<file path="config.mk">
export PLATFORM = sky130hd
export DESIGN_NAME = multicycle_controller
export DESIGN_NICKNAME = d
export VERILOG_FILES = /design/src/rtl/riscv_ctrl_pkg.sv /design/src/rtl/alu_decoder.sv /design/src/rtl/multicycle_controller.sv
export SDC_FILE = /design/constraint.sdc
export NUM_CORES = 1
export LEC_CHECK = 0
export BUFFER_PORTS_ARGS = -buffer_cell sky130_fd_sc_hd__buf_4
export CAP_MARGIN = 10
export CORE_MARGIN = 5
export CORE_UTILIZATION = 38
export CTS_CLUSTER_DIAMETER = 50
export DETAILED_ROUTE_END_ITERATION = 7
export PLACE_DENSITY = 0.81
export SYNTH_ARGS = -nofsm -noshare
export SYNTH_HDL_FRONTEND = slang
export SYNTH_SLANG_ARGS = --single-unit
</file>
<file path="constraint.sdc">
create_clock -name clk -period 1.34 [get_ports clk]
set_input_delay 0.134 -clock clk [delete_from_list [all_inputs] [get_ports clk]]
set_output_delay 0.134 -clock clk [all_outputs]
set_load 0.01 [all_outputs]
</file>
<file path="src/rtl/riscv_ctrl_pkg.sv">
// Package: riscv_ctrl_pkg
// Shared encodings for the multicycle RISC-V control unit.
//   - state_t      : main FSM states
//   - OP_*         : supported opcode constants (Instr[6:0])
//   - IMM_*        : ImmSrc encodings (immediate extender select)
//   - SRCA_*/SRCB_*: ALU operand mux selects
//   - RES_*        : ResultSrc encodings
//   - ALU_*        : ALUControl encodings
//   - ALUOP_*      : ALUOp encodings consumed by alu_decoder
package riscv_ctrl_pkg;

  typedef enum logic [3:0] {
    S_FETCH    = 4'd0,
    S_DECODE   = 4'd1,
    S_MEMADR   = 4'd2,
    S_MEMREAD  = 4'd3,
    S_MEMWB    = 4'd4,
    S_MEMWRITE = 4'd5,
    S_EXECR    = 4'd6,
    S_EXECI    = 4'd7,
    S_ALUWB    = 4'd8,
    S_BEQ      = 4'd9
  } state_t;

  localparam logic [6:0] OP_LW    = 7'b0000011;
  localparam logic [6:0] OP_SW    = 7'b0100011;
  localparam logic [6:0] OP_RTYPE = 7'b0110011;
  localparam logic [6:0] OP_ITYPE = 7'b0010011;
  localparam logic [6:0] OP_BEQ   = 7'b1100011;

  localparam logic [1:0] IMM_I = 2'b00;
  localparam logic [1:0] IMM_S = 2'b01;
  localparam logic [1:0] IMM_B = 2'b10;

  localparam logic [1:0] SRCA_PC    = 2'b00;
  localparam logic [1:0] SRCA_OLDPC = 2'b01;
  localparam logic [1:0] SRCA_RD1   = 2'b10;

  localparam logic [1:0] SRCB_RD2  = 2'b00;
  localparam logic [1:0] SRCB_IMM  = 2'b01;
  localparam logic [1:0] SRCB_FOUR = 2'b10;

  localparam logic [1:0] RES_ALUOUT    = 2'b00;
  localparam logic [1:0] RES_DATA      = 2'b01;
  localparam logic [1:0] RES_ALURESULT = 2'b10;

  localparam logic [2:0] ALU_ADD = 3'b000;
  localparam logic [2:0] ALU_SUB = 3'b001;
  localparam logic [2:0] ALU_AND = 3'b010;
  localparam logic [2:0] ALU_OR  = 3'b011;
  localparam logic [2:0] ALU_SLT = 3'b101;

  localparam logic [1:0] ALUOP_ADD   = 2'b00;
  localparam logic [1:0] ALUOP_SUB   = 2'b01;
  localparam logic [1:0] ALUOP_FUNCT = 2'b10;

endpackage

</file>
<file path="src/rtl/alu_decoder.sv">
// Module: alu_decoder
// Combinational ALU operation decoder.
// Ports:
//   i_alu_op      in  2  00=add, 01=sub, 10=decode from funct fields
//   i_funct3      in  3  Instr[14:12]
//   i_funct7b5    in  1  Instr[30]
//   i_op5         in  1  opcode[5]; 1 for R-type, 0 for I-type ALU
//   o_alu_control out 3  ALU operation select
module alu_decoder
  import riscv_ctrl_pkg::*;
(
  input  logic [1:0] i_alu_op,
  input  logic [2:0] i_funct3,
  input  logic       i_funct7b5,
  input  logic       i_op5,
  output logic [2:0] o_alu_control
);

  // Instr[30] only selects subtract for R-type; for I-type ALU (addi)
  // that bit belongs to the immediate and must be ignored.
  logic w_rtype_sub;
  assign w_rtype_sub = i_op5 & i_funct7b5;

  always_comb begin
    o_alu_control = ALU_ADD;
    case (i_alu_op)
      ALUOP_ADD: o_alu_control = ALU_ADD;
      ALUOP_SUB: o_alu_control = ALU_SUB;
      ALUOP_FUNCT: begin
        case (i_funct3)
          3'b000:  o_alu_control = w_rtype_sub ? ALU_SUB : ALU_ADD;
          3'b010:  o_alu_control = ALU_SLT;
          3'b110:  o_alu_control = ALU_OR;
          3'b111:  o_alu_control = ALU_AND;
          default: o_alu_control = ALU_ADD;
        endcase
      end
      default: o_alu_control = ALU_ADD;
    endcase
  end

endmodule

</file>
<file path="src/rtl/multicycle_controller.sv">
// Module: multicycle_controller
// Main control FSM for a multicycle RISC-V core (lw, sw, R-type, I-type ALU,
// optionally beq). Each state lasts one cycle; outputs are decoded from the
// state register, with BEQ's PCWrite additionally qualified by the zero flag.
// Build option:
//   RISCV_MC_BRANCH_EN  when defined, beq is supported (BEQ state, ImmSrc=B
//                       in DECODE); otherwise beq decodes as illegal.
// Ports:
//   clk, rst_n                      clock, asynchronous active-low reset
//   opcode, funct3, funct7b5        instruction fields from the IR
//   zero                            ALU zero flag
//   ImmSrc, ALUSrcA, ALUSrcB        datapath selects
//   ALUControl, ResultSrc, AdrSrc   datapath selects
//   IRWrite, MemWrite, RegWrite,    write/load strobes
//   PCWrite
//   illegal_op                      pulse in DECODE for unsupported opcodes
module multicycle_controller
  import riscv_ctrl_pkg::*;
(
  input  logic       clk,
  input  logic       rst_n,
  input  logic [6:0] opcode,
  input  logic [2:0] funct3,
  input  logic       funct7b5,
  input  logic       zero,
  output logic [1:0] ImmSrc,
  output logic [1:0] ALUSrcA,
  output logic [1:0] ALUSrcB,
  output logic [2:0] ALUControl,
  output logic [1:0] ResultSrc,
  output logic       AdrSrc,
  output logic       IRWrite,
  output logic       MemWrite,
  output logic       RegWrite,
  output logic       PCWrite,
  output logic       illegal_op
);

  state_t r_state;

  logic       w_is_mem;
  logic       w_is_sw;
  logic       w_is_rtype;
  logic       w_is_itype;
  logic       w_is_branch;
  logic       w_legal;
  logic [1:0] w_alu_op;
  logic       w_irwrite;
  logic       w_memwrite;
  logic       w_regwrite;
  logic       w_pcwrite;
  logic       w_illegal;

  // Opcode classification
  assign w_is_sw    = (opcode == OP_SW);
  assign w_is_mem   = (opcode == OP_LW) || w_is_sw;
  assign w_is_rtype = (opcode == OP_RTYPE);
  assign w_is_itype = (opcode == OP_ITYPE);
`ifdef RISCV_MC_BRANCH_EN
  assign w_is_branch = (opcode == OP_BEQ);
`else
  assign w_is_branch = 1'b0;
`endif
  assign w_legal = w_is_mem || w_is_rtype || w_is_itype || w_is_branch;

  // State register
  always_ff @(posedge clk or negedge rst_n) begin
    if (!rst_n) begin
      r_state <= S_FETCH;
    end else begin
      case (r_state)
        S_FETCH: r_state <= S_DECODE;
        S_DECODE: begin
          if (w_is_mem)         r_state <= S_MEMADR;
          else if (w_is_rtype)  r_state <= S_EXECR;
          else if (w_is_itype)  r_state <= S_EXECI;
          else if (w_is_branch) r_state <= S_BEQ;
          else                  r_state <= S_FETCH;
        end
        S_MEMADR:   r_state <= w_is_sw ? S_MEMWRITE : S_MEMREAD;
        S_MEMREAD:  r_state <= S_MEMWB;
        S_EXECR:    r_state <= S_ALUWB;
        S_EXECI:    r_state <= S_ALUWB;
        S_MEMWB:    r_state <= S_FETCH;
        S_MEMWRITE: r_state <= S_FETCH;
        S_ALUWB:    r_state <= S_FETCH;
        S_BEQ:      r_state <= S_FETCH;
        default:    r_state <= S_FETCH;
      endcase
    end
  end

  // Output decode; everything not driven by a state stays at zero.
  always_comb begin
    ImmSrc     = IMM_I;
    ALUSrcA    = SRCA_PC;
    ALUSrcB    = SRCB_RD2;
    w_alu_op   = ALUOP_ADD;
    ResultSrc  = RES_ALUOUT;
    AdrSrc     = 1'b0;
    w_irwrite  = 1'b0;
    w_memwrite = 1'b0;
    w_regwrite = 1'b0;
    w_pcwrite  = 1'b0;
    w_illegal  = 1'b0;
    case (r_state)
      S_FETCH: begin
        ALUSrcB   = SRCB_FOUR;
        ResultSrc = RES_ALURESULT;
        w_irwrite = 1'b1;
        w_pcwrite = 1'b1;
      end
      S_DECODE: begin
        // The ALU precomputes the branch target here so BEQ only has to
        // compare; without branch support the immediate select stays at I.
`ifdef RISCV_MC_BRANCH_EN
        ImmSrc    = IMM_B;
`else
        ImmSrc    = IMM_I;
`endif
        ALUSrcA   = SRCA_OLDPC;
        ALUSrcB   = SRCB_IMM;
        w_illegal = !w_legal;
      end
      S_MEMADR: begin
        ImmSrc  = w_is_sw ? IMM_S : IMM_I;
        ALUSrcA = SRCA_RD1;
        ALUSrcB = SRCB_IMM;
      end
      S_MEMREAD: begin
        AdrSrc = 1'b1;
      end
      S_MEMWRITE: begin
        AdrSrc     = 1'b1;
        w_memwrite = 1'b1;
      end
      S_MEMWB: begin
        ResultSrc  = RES_DATA;
        w_regwrite = 1'b1;
      end
      S_ALUWB: begin
        w_regwrite = 1'b1;
      end
      S_EXECR: begin
        ALUSrcA  = SRCA_RD1;
        w_alu_op = ALUOP_FUNCT;
      end
      S_EXECI: begin
        ALUSrcA  = SRCA_RD1;
        ALUSrcB  = SRCB_IMM;
        w_alu_op = ALUOP_FUNCT;
      end
      S_BEQ: begin
        ALUSrcA   = SRCA_RD1;
        w_alu_op  = ALUOP_SUB;
        w_pcwrite = zero;
      end
      default: ;
    endcase
  end

  alu_decoder u_alu_decoder (
    .i_alu_op      (w_alu_op),
    .i_funct3      (funct3),
    .i_funct7b5    (funct7b5),
    .i_op5         (opcode[5]),
    .o_alu_control (ALUControl)
  );

  // Strobes are gated by rst_n so they drop immediately on reset assertion,
  // even though FETCH (the reset state) would otherwise raise IRWrite/PCWrite.
  assign IRWrite    = w_irwrite  & rst_n;
  assign MemWrite   = w_memwrite & rst_n;
  assign RegWrite   = w_regwrite & rst_n;
  assign PCWrite    = w_pcwrite  & rst_n;
  assign illegal_op = w_illegal  & rst_n;

endmodule
</file>
==> out/qor.yml <==
h-tree-depth: 1
path_clk_slew_ps: 40
timing.fmax_mhz: 568
grt_overflow: 0
synth-edff-count: 0
worst-endpoint-arrival_ps: 1630
post-route-util_pct: 82.3
cp_max_fo: 3
dpl.cell_count: 116
placed_area_um2: 862
final.period_utilization_pct: 131
yosysTopAreaCellShare_pct: 18.1
ir_drop_uv: 1390
antenna_cells: 0
power.leakage_nw: 0.477
outcome: "complete, but fails checks"
synthTopCellsByArea: "dfrtp_1 18%, buf_6 6.1%, xnor2_1 4.7%"
final_max_slew_viol_count: 0
synth_most_common_cell: "nor2_1"
hold_viol: 0
clk_path_buf_depth: 2
gp_congestion: 0.749
placementRows: 13
yosysWarnings: 0
initial_utilization_pct: 41.6
die_x_um: 48.2
fin_setup_tns_ps: -3230
setup_slack_ps: -421
critPathKind: "reg2out"
largest_reg_flops: 4
drv_cap: 0
drtIter0Drc: 5
tritoncts: "yes"
route.detailed.drc: 0
cts_buffers: 3
final_cells: 129
vias_per_cell: 5.22
antenna_found_initial: 0
path_cells: "nor3_4, inv_2, ha_4, nor4_4, buf_4"
regArea_um2: 103
critPathCaptureType: "output port"
hold_class: "in2reg"
ios: 31
synth_common_cells: "5 x nor2_1, 4 x a21oi_1, 4 x dfrtp_1, 4 x inv_1, 4 x nand2_1"
core_um2: 1330
die_area_um2: 2320
nFillCells: 94
crit_required_ps: 1210
layout_min_cycle_time_ps: 1760
ant_nets: 0
fin_area_um2: 1100
grt_max_degree: 18
totalWireLength_um: 2000
cp-start-kind: "register"
track_usage_pct: 17.6
cts.sinks: 4
rsz0062_at_grt: "yes"
rr_worst_depth: 6
netlist_area_um2: 554
finalSetupViolCount: 15
nNetsFinal: 132
num_vias: 674
grt_pass1_vias: 698
yosys.area.top_type: "dfrtp_1"
r2r_setup_slack_ps: 100
r2r-start: "r_state[1]"
clock_latency_ps: 230
drive_above_1_share_pct: 71.9
power_mw: 1.18
area_growth_pct: 98.0
grt_first_pass_wirelength_um: 2900
ys_async_sr_fraction_pct: 100
whs_path_depth: 3
cts_root_buf: "clkbuf_4"
max_stage_delay_ps: 430
synth_seq_cells: 4
synth_cell_types: 35
die_y_um: 48.2
post_drt_wl_per_cell_um: 15.5
finClkSkew_ps: 5.04
synth-main-ff-cell: "dfrtp_1"
hold_start: "opcode[4]"
violations: "negative setup slack"
regMostFlops: "r_state"
biggestRegsByFlops: "r_state (4)"
syn-num-nets: 87
synth_area_per_cell_um2: 7.81
yosysSeqAreaShare_pct: 18.1
power_density_nw_per_um2: 1070
detail_route.first_pass.iterations: 4
cp_slowest_cell: "dfrtp_2"
min_to: "r_state[2]"
dp_hpwl_um: 1370
synthCells: 71
multi_input_area_um2: 518
port_buffers: 29
r2r_end: "r_state[0]"
==> how the worst max path moves through the flow <==
| stage | startpoint | to | slack (ps) | depth (start not counted) |
|---|---|---|---|---|
| 6_report | r_state[3] | ALUControl[2] | -420 | 5 |
| 5_1_grt | r_state[0] | ALUControl[0] | -480 | 8 |
| 4_1_cts | r_state[3] | ALUControl[2] | -410 | 5 |
| 3_5_place_dp | r_state[1] | ALUControl[2] | -190 | 6 |
| 3_3_place_gp | r_state[1] | ALUControl[0] | -130 | 8 |
| 2_1_floorplan | r_state[3] | ALUControl[2] | -100 | 5 |
==> metrics by stage <==
stage	hold slack [ps]	setup slack, ps
after floorplan	-162	-98.5
after global placement	-55.1	-127
after detailed placement	-52.6	-189
after CTS	192	-409
after global routing	220	-481
final	194	-421
==> layout make-up <==
class,instances,share of cell area (%)
sequential,4,9.35
clock buffer,3,2.05
timing repair buffer,48,38.0
tap,15,1.71
inverter,5,1.71
multi-input combinational,54,47.2
==> critical path, delay by kind of cell, from the launching register on <==
family / cells / cell delay (ps)
simple gates: 2 / 490
fa+ha+maj: 1 / 240
flops: 1 / 430
buf+inv: 2 / 230
==> metal layers <==
metal	GRT usage (%)	vias to the layer above	share of wire, %
li1	-	335	-
met1	19.4	318	40
met2	34.1	21	56
met3	2.21	0	4.1
met4	5.38	0	0
met5	0	-	0
==> logic make-up (layout without fill, tap and decap cells) <==
kind of cell | after synthesis | in the layout | synth area share (%)
adders and majority gates | 2 | 2 | 4.51
buffers and inverters | 13 | 56 | 14.9
other | 1 | 1 | 0.677
and+or+nand+nor | 37 | 37 | 44.5
xor gates and xnor gates | 3 | 3 | 4.74
AOI/OAI and AO/OA | 11 | 11 | 12.6
DFF | 4 | 4 | 18.1
==> timing repair <==
item,CTS,global route
setup endpoints to repair,15,16
hold endpoints to repair,4,0
pin swaps,5,5
resized for setup,11,21
hold buffers,1,0
setup buffers,2,8
==> placed cells by master (no fill, tap or decap), types with 2 or more instances in the layout <==
master	n
buf_4	36
buf_6	9
nor2_1	5
inv_2	4
a21oi_2	4
nand2_1	4
nand3_1	3
nor3_2	3
nand4_1	3
clkbuf_4	3
nor3_4	2
nor4_4	2
nor2b_4	2
and3_4	2
xnor2_1	2
ha_4	2
dfrtp_1	2
dfrtp_2	2
==> report_power, final <==
part           switching (mW)  internal [mW]  leakage, nW
combinational           0.392          0.475        0.414
clock                  0.0485          0.100       0.0138
sequential             0.0190          0.142       0.0499
Note: power is estimated with default switching activity, not from simulation.
